--- src/rtl/execute_stage.sv ---
// execute_stage: RV32I execute stage. Operand forwarding, ALU, same-cycle
// branch/jump resolution and the EX/MEM pipeline register.
// Define EXECUTE_MUL_EN to build in the iterative radix-2 multiplier
// (MUL/MULH/MULHSU/MULHU), which stalls the front end while it runs.

module execute_stage (
    input  logic        i_clk,
    input  logic        i_rst,
    input  logic        i_stall_e,
    input  logic        i_flush_e,
    input  logic        i_rd_wren_e,
    input  logic        i_mem_wren_e,
    input  logic [1:0]  i_wb_sel_e,
    input  logic [2:0]  i_funct3_e,
    input  logic [4:0]  i_rd_e,
    input  logic [3:0]  i_alu_op_e,
    input  logic        i_op_a_sel_e,
    input  logic        i_op_b_sel_e,
    input  logic        i_br_e,
    input  logic        i_jmp_e,
    input  logic        i_mul_e,
    input  logic [1:0]  i_fwd_a_sel,
    input  logic [1:0]  i_fwd_b_sel,
    input  logic [31:0] i_pc_e,
    input  logic [31:0] i_imm_e,
    input  logic [31:0] i_rs1_data_e,
    input  logic [31:0] i_rs2_data_e,
    input  logic [31:0] i_wb_data_w,
    output logic        o_rd_wren_m,
    output logic        o_mem_wren_m,
    output logic [1:0]  o_wb_sel_m,
    output logic [2:0]  o_funct3_m,
    output logic [4:0]  o_rd_m,
    output logic [31:0] o_pc_four_m,
    output logic [31:0] o_alu_data_m,
    output logic [31:0] o_st_data_m,
    output logic        o_br_taken_e,
    output logic [31:0] o_br_target_e,
    output logic        o_busy_e
);

    logic [31:0] fwd_a, fwd_b, op_a, op_b, alu_res;
    logic        br_cond;
    logic        busy, mul_done;
    logic [31:0] mul_res;

    // Forwarding muxes: own EX/MEM result, writeback data, or register file
    always_comb begin
        case (i_fwd_a_sel)
            2'b01:   fwd_a = o_alu_data_m;
            2'b10:   fwd_a = i_wb_data_w;
            default: fwd_a = i_rs1_data_e;
        endcase
        case (i_fwd_b_sel)
            2'b01:   fwd_b = o_alu_data_m;
            2'b10:   fwd_b = i_wb_data_w;
            default: fwd_b = i_rs2_data_e;
        endcase
        op_a = i_op_a_sel_e ? i_pc_e  : fwd_a;
        op_b = i_op_b_sel_e ? i_imm_e : fwd_b;
    end

    // ALU
    always_comb begin
        alu_res = '0;
        case (i_alu_op_e)
            4'd0:    alu_res = op_a + op_b;
            4'd1:    alu_res = op_a - op_b;
            4'd2:    alu_res = op_a << op_b[4:0];
            4'd3:    alu_res = {31'd0, $signed(op_a) < $signed(op_b)};
            4'd4:    alu_res = {31'd0, op_a < op_b};
            4'd5:    alu_res = op_a ^ op_b;
            4'd6:    alu_res = op_a >> op_b[4:0];
            4'd7:    alu_res = $unsigned($signed(op_a) >>> op_b[4:0]);
            4'd8:    alu_res = op_a | op_b;
            4'd9:    alu_res = op_a & op_b;
            4'd10:   alu_res = op_b;
            default: alu_res = '0;
        endcase
    end

    // Branch condition on the forwarded register operands
    always_comb begin
        br_cond = 1'b0;
        case (i_funct3_e)
            3'b000:  br_cond = (fwd_a == fwd_b);
            3'b001:  br_cond = (fwd_a != fwd_b);
            3'b100:  br_cond = ($signed(fwd_a) <  $signed(fwd_b));
            3'b101:  br_cond = ($signed(fwd_a) >= $signed(fwd_b));
            3'b110:  br_cond = (fwd_a <  fwd_b);
            3'b111:  br_cond = (fwd_a >= fwd_b);
            default: br_cond = 1'b0;
        endcase
    end

    assign o_br_taken_e  = ((i_br_e & br_cond) | i_jmp_e) & ~i_flush_e;
    assign o_br_target_e = (i_jmp_e & ~i_op_a_sel_e) ? {alu_res[31:1], 1'b0}
                                                     : i_pc_e + i_imm_e;

`ifdef EXECUTE_MUL_EN
    typedef enum logic [1:0] {S_IDLE, S_RUN, S_DONE} mul_state_t;

    mul_state_t  state_q, state_d;
    logic        issue;
    logic [4:0]  cnt_q;
    logic [1:0]  f3_q;
    logic        neg_q;
    logic [31:0] mag_a_q;
    logic [63:0] prod_q;
    logic        sgn_a, sgn_b;
    logic [31:0] mag_a, mag_b;
    logic [32:0] step_sum;
    logic [63:0] prod_fix;

    assign issue = (state_q == S_IDLE) & i_mul_e & ~i_flush_e;

    // Multiplier state register
    always_ff @(posedge i_clk or posedge i_rst) begin
        if (i_rst) state_q <= S_IDLE;
        else       state_q <= state_d;
    end

    // Multiplier next state; a flush aborts from any state
    always_comb begin
        state_d = state_q;
        if (i_flush_e) begin
            state_d = S_IDLE;
        end else begin
            case (state_q)
                S_IDLE:  if (i_mul_e)         state_d = S_RUN;
                S_RUN:   if (cnt_q == 5'd31)  state_d = S_DONE;
                S_DONE:  if (!i_stall_e)      state_d = S_IDLE;
                default:                      state_d = S_IDLE;
            endcase
        end
    end

    // Multiplier outputs: busy through issue and RUN, result select in DONE
    always_comb begin
        busy     = issue | (state_q == S_RUN);
        mul_done = (state_q == S_DONE);
        prod_fix = neg_q ? (~prod_q + 64'd1) : prod_q;
        mul_res  = (f3_q == 2'b00) ? prod_fix[31:0] : prod_fix[63:32];
    end

    // Operand sign/magnitude split and one shift-add step
    always_comb begin
        sgn_a    = (i_funct3_e[1:0] != 2'b11) & fwd_a[31];
        sgn_b    = ~i_funct3_e[1] & fwd_b[31];
        mag_a    = sgn_a ? (~fwd_a + 32'd1) : fwd_a;
        mag_b    = sgn_b ? (~fwd_b + 32'd1) : fwd_b;
        step_sum = {1'b0, prod_q[63:32]} + (prod_q[0] ? {1'b0, mag_a_q} : 33'd0);
    end

    // Multiplier datapath: latch magnitudes on issue, accumulate in RUN
    always_ff @(posedge i_clk or posedge i_rst) begin
        if (i_rst) begin
            cnt_q   <= '0;
            f3_q    <= '0;
            neg_q   <= 1'b0;
            mag_a_q <= '0;
            prod_q  <= '0;
        end else if (issue) begin
            cnt_q   <= '0;
            f3_q    <= i_funct3_e[1:0];
            neg_q   <= sgn_a ^ sgn_b;
            mag_a_q <= mag_a;
            prod_q  <= {32'd0, mag_b};
        end else if (state_q == S_RUN) begin
            cnt_q   <= cnt_q + 5'd1;
            prod_q  <= {step_sum, prod_q[31:1]};
        end
    end
`else
    logic mul_unused;
    assign mul_unused = i_mul_e;
    assign busy       = 1'b0;
    assign mul_done   = 1'b0;
    assign mul_res    = '0;
`endif

    assign o_busy_e = busy;

    // EX/MEM register: reset, hold on stall, bubble on flush/busy, else load
    always_ff @(posedge i_clk or posedge i_rst) begin
        if (i_rst) begin
            o_rd_wren_m  <= 1'b0;
            o_mem_wren_m <= 1'b0;
            o_wb_sel_m   <= '0;
            o_funct3_m   <= '0;
            o_rd_m       <= '0;
            o_pc_four_m  <= '0;
            o_alu_data_m <= '0;
            o_st_data_m  <= '0;
        end else if (i_stall_e) begin
            o_rd_wren_m  <= o_rd_wren_m;
        end else if (i_flush_e | busy) begin
            o_rd_wren_m  <= 1'b0;
            o_mem_wren_m <= 1'b0;
            o_wb_sel_m   <= '0;
            o_funct3_m   <= '0;
            o_rd_m       <= '0;
            o_pc_four_m  <= '0;
            o_alu_data_m <= '0;
            o_st_data_m  <= '0;
        end else begin
            o_rd_wren_m  <= i_rd_wren_e;
            o_mem_wren_m <= i_mem_wren_e;
            o_wb_sel_m   <= i_wb_sel_e;
            o_funct3_m   <= i_funct3_e;
            o_rd_m       <= i_rd_e;
            o_pc_four_m  <= i_pc_e + 32'd4;
            o_alu_data_m <= mul_done ? mul_res : alu_res;
            o_st_data_m  <= fwd_b;
        end
    end

endmodule

--- config.mk ---
export PLATFORM = sky130hd
export DESIGN_NAME = execute_stage
export DESIGN_NICKNAME = d
export VERILOG_FILES = /design/src/rtl/execute_stage.sv
export SDC_FILE = /design/constraint.sdc
export NUM_CORES = 1
export LEC_CHECK = 0
export ABC_CLOCK_PERIOD_IN_PS = 7920
export BUFFER_PORTS_ARGS = -buffer_cell sky130_fd_sc_hd__buf_2
export CAP_MARGIN = 25
export CORE_MARGIN = 2
export CORE_UTILIZATION = 35
export CTS_CLUSTER_DIAMETER = 40
export DETAILED_ROUTE_END_ITERATION = 8
export GPL_ROUTABILITY_DRIVEN = 0
export MAX_ROUTING_LAYER = met4
export PLACE_DENSITY_LB_ADDON = 0.15
export REMOVE_ABC_BUFFERS = 1
export SYNTH_ARGS = -nofsm -noshare
export SYNTH_HDL_FRONTEND = slang
export SYNTH_SLANG_ARGS = --single-unit
--- constraint.sdc ---
create_clock -name i_clk -period 7.92 [get_ports i_clk]
set_input_delay 1.584 -clock i_clk [delete_from_list [all_inputs] [get_ports i_clk]]
set_output_delay 1.584 -clock i_clk [all_outputs]
set_load 0.03 [all_outputs]
==> run metrics <==
hold depth 2; fin crit share 98.9%; clk buf depth 2; peak supply drop 107 µV; DP Wirelength approximately 76000 µm; global-route wire length before repair 142000 µm; number of cells produced by synthesis 2514; largest stage delay on the critical path 450 ps; Clock transition at path regs 70 ps; pwr dens between 150 and 200 nW/µm²; die height 235 µm; post-route ant nets 0; CP most frequent cell buf_4; RSZ-0062 raised after global routing true; worst clock skew 15.2 ps; area of the multi-input gates 14800 µm²; CTS tree yes; vias per inst 6.37; core area 52600 µm²; Post-Syn Area 18600 µm²; Setup crit start kind input port; die area 55100 µm²; Total Wirelength 95700 µm; overall power 3.93 mW; Die X 235 µm; initial antenna violation count 6; Post-synth ARST share 100%; Seq cells post-synth 108; WP data arrival around 6300 ps; initial DRC count between 3000 and 4000; CP bufs+invs 8; Avg Cell Area, Syn ~7.4 µm²; Final setup viols 0; Skew-Pair Late Insertion Delay ~380 ps; Netlist cell types just over 100; Fillers 5466; CTS Buf Count 9; Hold Vio Cnt, Final 0; vias post-DR 23100; CP required 6340 ps; max-cap violations 0; Reg area 2700 µm²; buffers added on ports ~330; Ys Warns 0; Nets 3274; CP Class in2out; number of flops mapped to enable cells by yosys 0; Worst Max-Slew Pin Slew ~1000 ps; worst-path cell chain buf_2 -> inv_1 -> ha_1 -> buf_4 -> a221o_1 -> o21ai_1 -> nor2_1 -> a21oi_2 -> inv_1 -> ha_1 -> nor2b_1 -> or4_1 -> a211o_4 -> o31ai_4 -> buf_4 -> o311ai_2 -> buf_4 -> a21oi_2 -> o21ai_0 -> xnor2_1 -> o21ai_2 -> buf_4 -> mux2_2 -> buf_2; Initial Util 35.5%; Hold Crit Class reg2reg; IO Pins 331; Area growth syn-to-layout 22.2%; Slew Limit Headroom 31.9%; vias in the first global route ~22000; Top FF cell, synth dfrtp_1; Slew Viols, Final 0; Leak 10.6 nW; fmax ~130 MHz; Crit-path slowest cell or4_1; post-layout min period 7830 ps; detailed-route DRC error count 0; Stages on worst setup path 24; gr ovfl total 0; R2R depth 22; CTS Sinks 108; largest net degree at the start of global routing between 70 and 80; GRT Overall Usage 34.2%; DR WL/cell between 20 and 30 µm; Worst path top cell family by delay compound AO/OA/AOI/OAI gates; status completed; share of cells above drive strength 1 ~26%; TNS Setup 0 ps; clock root cell clkbuf_16; crit-path max FO 8; iteration count of the initial detailed-routing pass 8; Worst setup EP type primary output; H-Tree Depth 3; Row Count 84; sequential-to-total area share from yosys stat 14.5%
==> worst register-to-register path, delay by kind of cell (launching register included) <==
kind | cells | cell delay (ps)
AOI/OAI and AO/OA | 10 | 2220
buffers and inverters | 7 | 1070
DFF | 1 | 490
adders and majority gates | 2 | 430
and+or+nand+nor | 2 | 240
muxes | 1 | 180
==> power breakdown <==
group          total (mW)  switching, mW  internal (mW)
Sequential          0.658         0.0510          0.607
Combinational        2.76           1.76           1.00
Clock               0.512          0.247          0.266
Total                3.93           2.06           1.88
==> through the flow <==
stage | area (µm²) | hold slack [ps] | utilization [%] | setup WS (ps) | instances
final | 22800 | 480 | 43.3 | 88.9 | 3617
after global placement | 22200 | 461 | 42.2 | -150 | 3583
after detailed placement | 22200 | 468 | 42.2 | -163 | 3584
after global routing | 22800 | 501 | 43.3 | -105 | 3617
after floorplan | 17800 | 652 | - | -1250 | 2335
after CTS | 22500 | 487 | 42.8 | 14.8 | 3600
==> flip-flops by register name (all words and copies together), names as in the netlist <==
signal,count
o_alu_data_m,32
o_funct3_m,3
o_mem_wren_m,1
o_pc_four_m,32
o_rd_m,5
o_rd_wren_m,1
o_st_data_m,32
o_wb_sel_m,2
==> final cells by class <==
type                    count  share of cell area, %
multi-input cells        2105                   65.1
repair buffers            573                   15.8
flip-flops and latches    108                   11.9
well taps                 688                   3.78
inverters                 122                   2.07
clock buffers              12                   1.13
clock inverters             4                  0.242
diodes                      5                 0.0549
==> cells in the final DEF, fill, tap and decap left out, types with 55 or more instances in the layout <==
cell,count
nor2_1,197
buf_4,235
ha_1,159
inv_1,108
nand2_1,294
dfrtp_1,108
nand2b_1,56
mux2_2,55
o21ai_0,209
buf_2,328
mux2i_1,119
a22o_1,56
a21oi_1,171
==> cells in the mapped netlist (7+ instances only) <==
| cell type | instances | area share, % |
|---|---|---|
| xor2_1 | 28 | 1.3 |
| buf_1 | 21 | 0.42 |
| o211ai_1 | 30 | 1.2 |
| o22ai_1 | 22 | 0.74 |
| nand3_1 | 41 | 1.1 |
| o21a_1 | 14 | 0.56 |
| dfrtp_1 | 108 | 15 |
| a31oi_1 | 17 | 0.57 |
| clkbuf_1 | 102 | 2.1 |
| nand2_1 | 294 | 5.9 |
| a21o_1 | 40 | 1.6 |
| ha_1 | 163 | 11 |
| nand4_1 | 20 | 0.67 |
| nand2b_1 | 57 | 1.9 |
| a22oi_1 | 34 | 1.4 |
| o21ai_1 | 23 | 0.62 |
| buf_2 | 35 | 0.94 |
| nor2_1 | 199 | 4.0 |
| nor3_1 | 45 | 1.2 |
| o21ai_0 | 228 | 6.1 |
| a221o_1 | 35 | 1.9 |
| or2_2 | 8 | 0.27 |
| nor4_1 | 11 | 0.37 |
| a311oi_1 | 8 | 0.38 |
| o31a_1 | 7 | 0.33 |
| a211oi_1 | 36 | 1.5 |
| inv_1 | 111 | 2.2 |
| o31ai_1 | 26 | 1.0 |
| o21bai_1 | 13 | 0.52 |
| mux2_2 | 55 | 3.3 |
| mux2i_1 | 120 | 6.4 |
| or3_1 | 12 | 0.40 |
| inv_2 | 8 | 0.16 |
| xnor2_1 | 46 | 2.2 |
| nor2b_1 | 19 | 0.64 |
| o221a_2 | 19 | 1.1 |
| and3_1 | 15 | 0.50 |
| buf_4 | 14 | 0.56 |
| a21oi_1 | 175 | 4.7 |
| a221oi_1 | 22 | 1.0 |
| a22o_1 | 56 | 2.6 |
| o221ai_1 | 29 | 1.4 |
| o2111ai_1 | 9 | 0.42 |
| and2_1 | 11 | 0.37 |
==> routing by layer <==
layer / GRT usage [%] / routed length (µm) / vias up
met4: 13.3 / 4710 / 0
met2: 51.0 / 41200 / 1552
met1: 45.9 / 39900 / 11000
li1: - / - / 10200
met5: - / 0 / -
met3: 5.99 / 9890 / 323
==> worst paths after layout <==
check / start / to / slack (ps)
max: i_fwd_b_sel[1] / o_br_target_e[24] / 90
max in group asynchronous: i_rst / o_alu_data_m[21]$_DFFE_PP0N_ / 5680
max reg2reg: o_alu_data_m[0]$_DFFE_PP0N_ / o_alu_data_m[0]$_DFFE_PP0N_ / 3130
min in group asynchronous: i_rst / o_pc_four_m[3]$_DFFE_PP0N_ / 1260
min: o_pc_four_m[17]$_DFFE_PP0N_ / o_pc_four_m[17]$_DFFE_PP0N_ / 480
min reg2reg: o_pc_four_m[17]$_DFFE_PP0N_ / o_pc_four_m[17]$_DFFE_PP0N_ / 480
==> repair_timing <==
action / 4_1_cts / 5_1_grt
pin swaps: 0 / 10
endpoints found under the setup margin: 5 / 17
hold buffers: 0 / 0
resized for setup: 6 / 47
setup buffers: 0 / 11
==> kinds of logic after synthesis <==
family	after synthesis	synth area share, %
DFF	108	14.5
muxes	179	10.1
other	1	0.0201
and+or+nand+nor	755	18.4
AOI/OAI and AO/OA	930	35.2
buffers and inverters	301	6.95
adders and majority gates	166	11.3
xor gates and xnor gates	74	3.48
No activity file was read; power rests on OpenSTA's default activity.
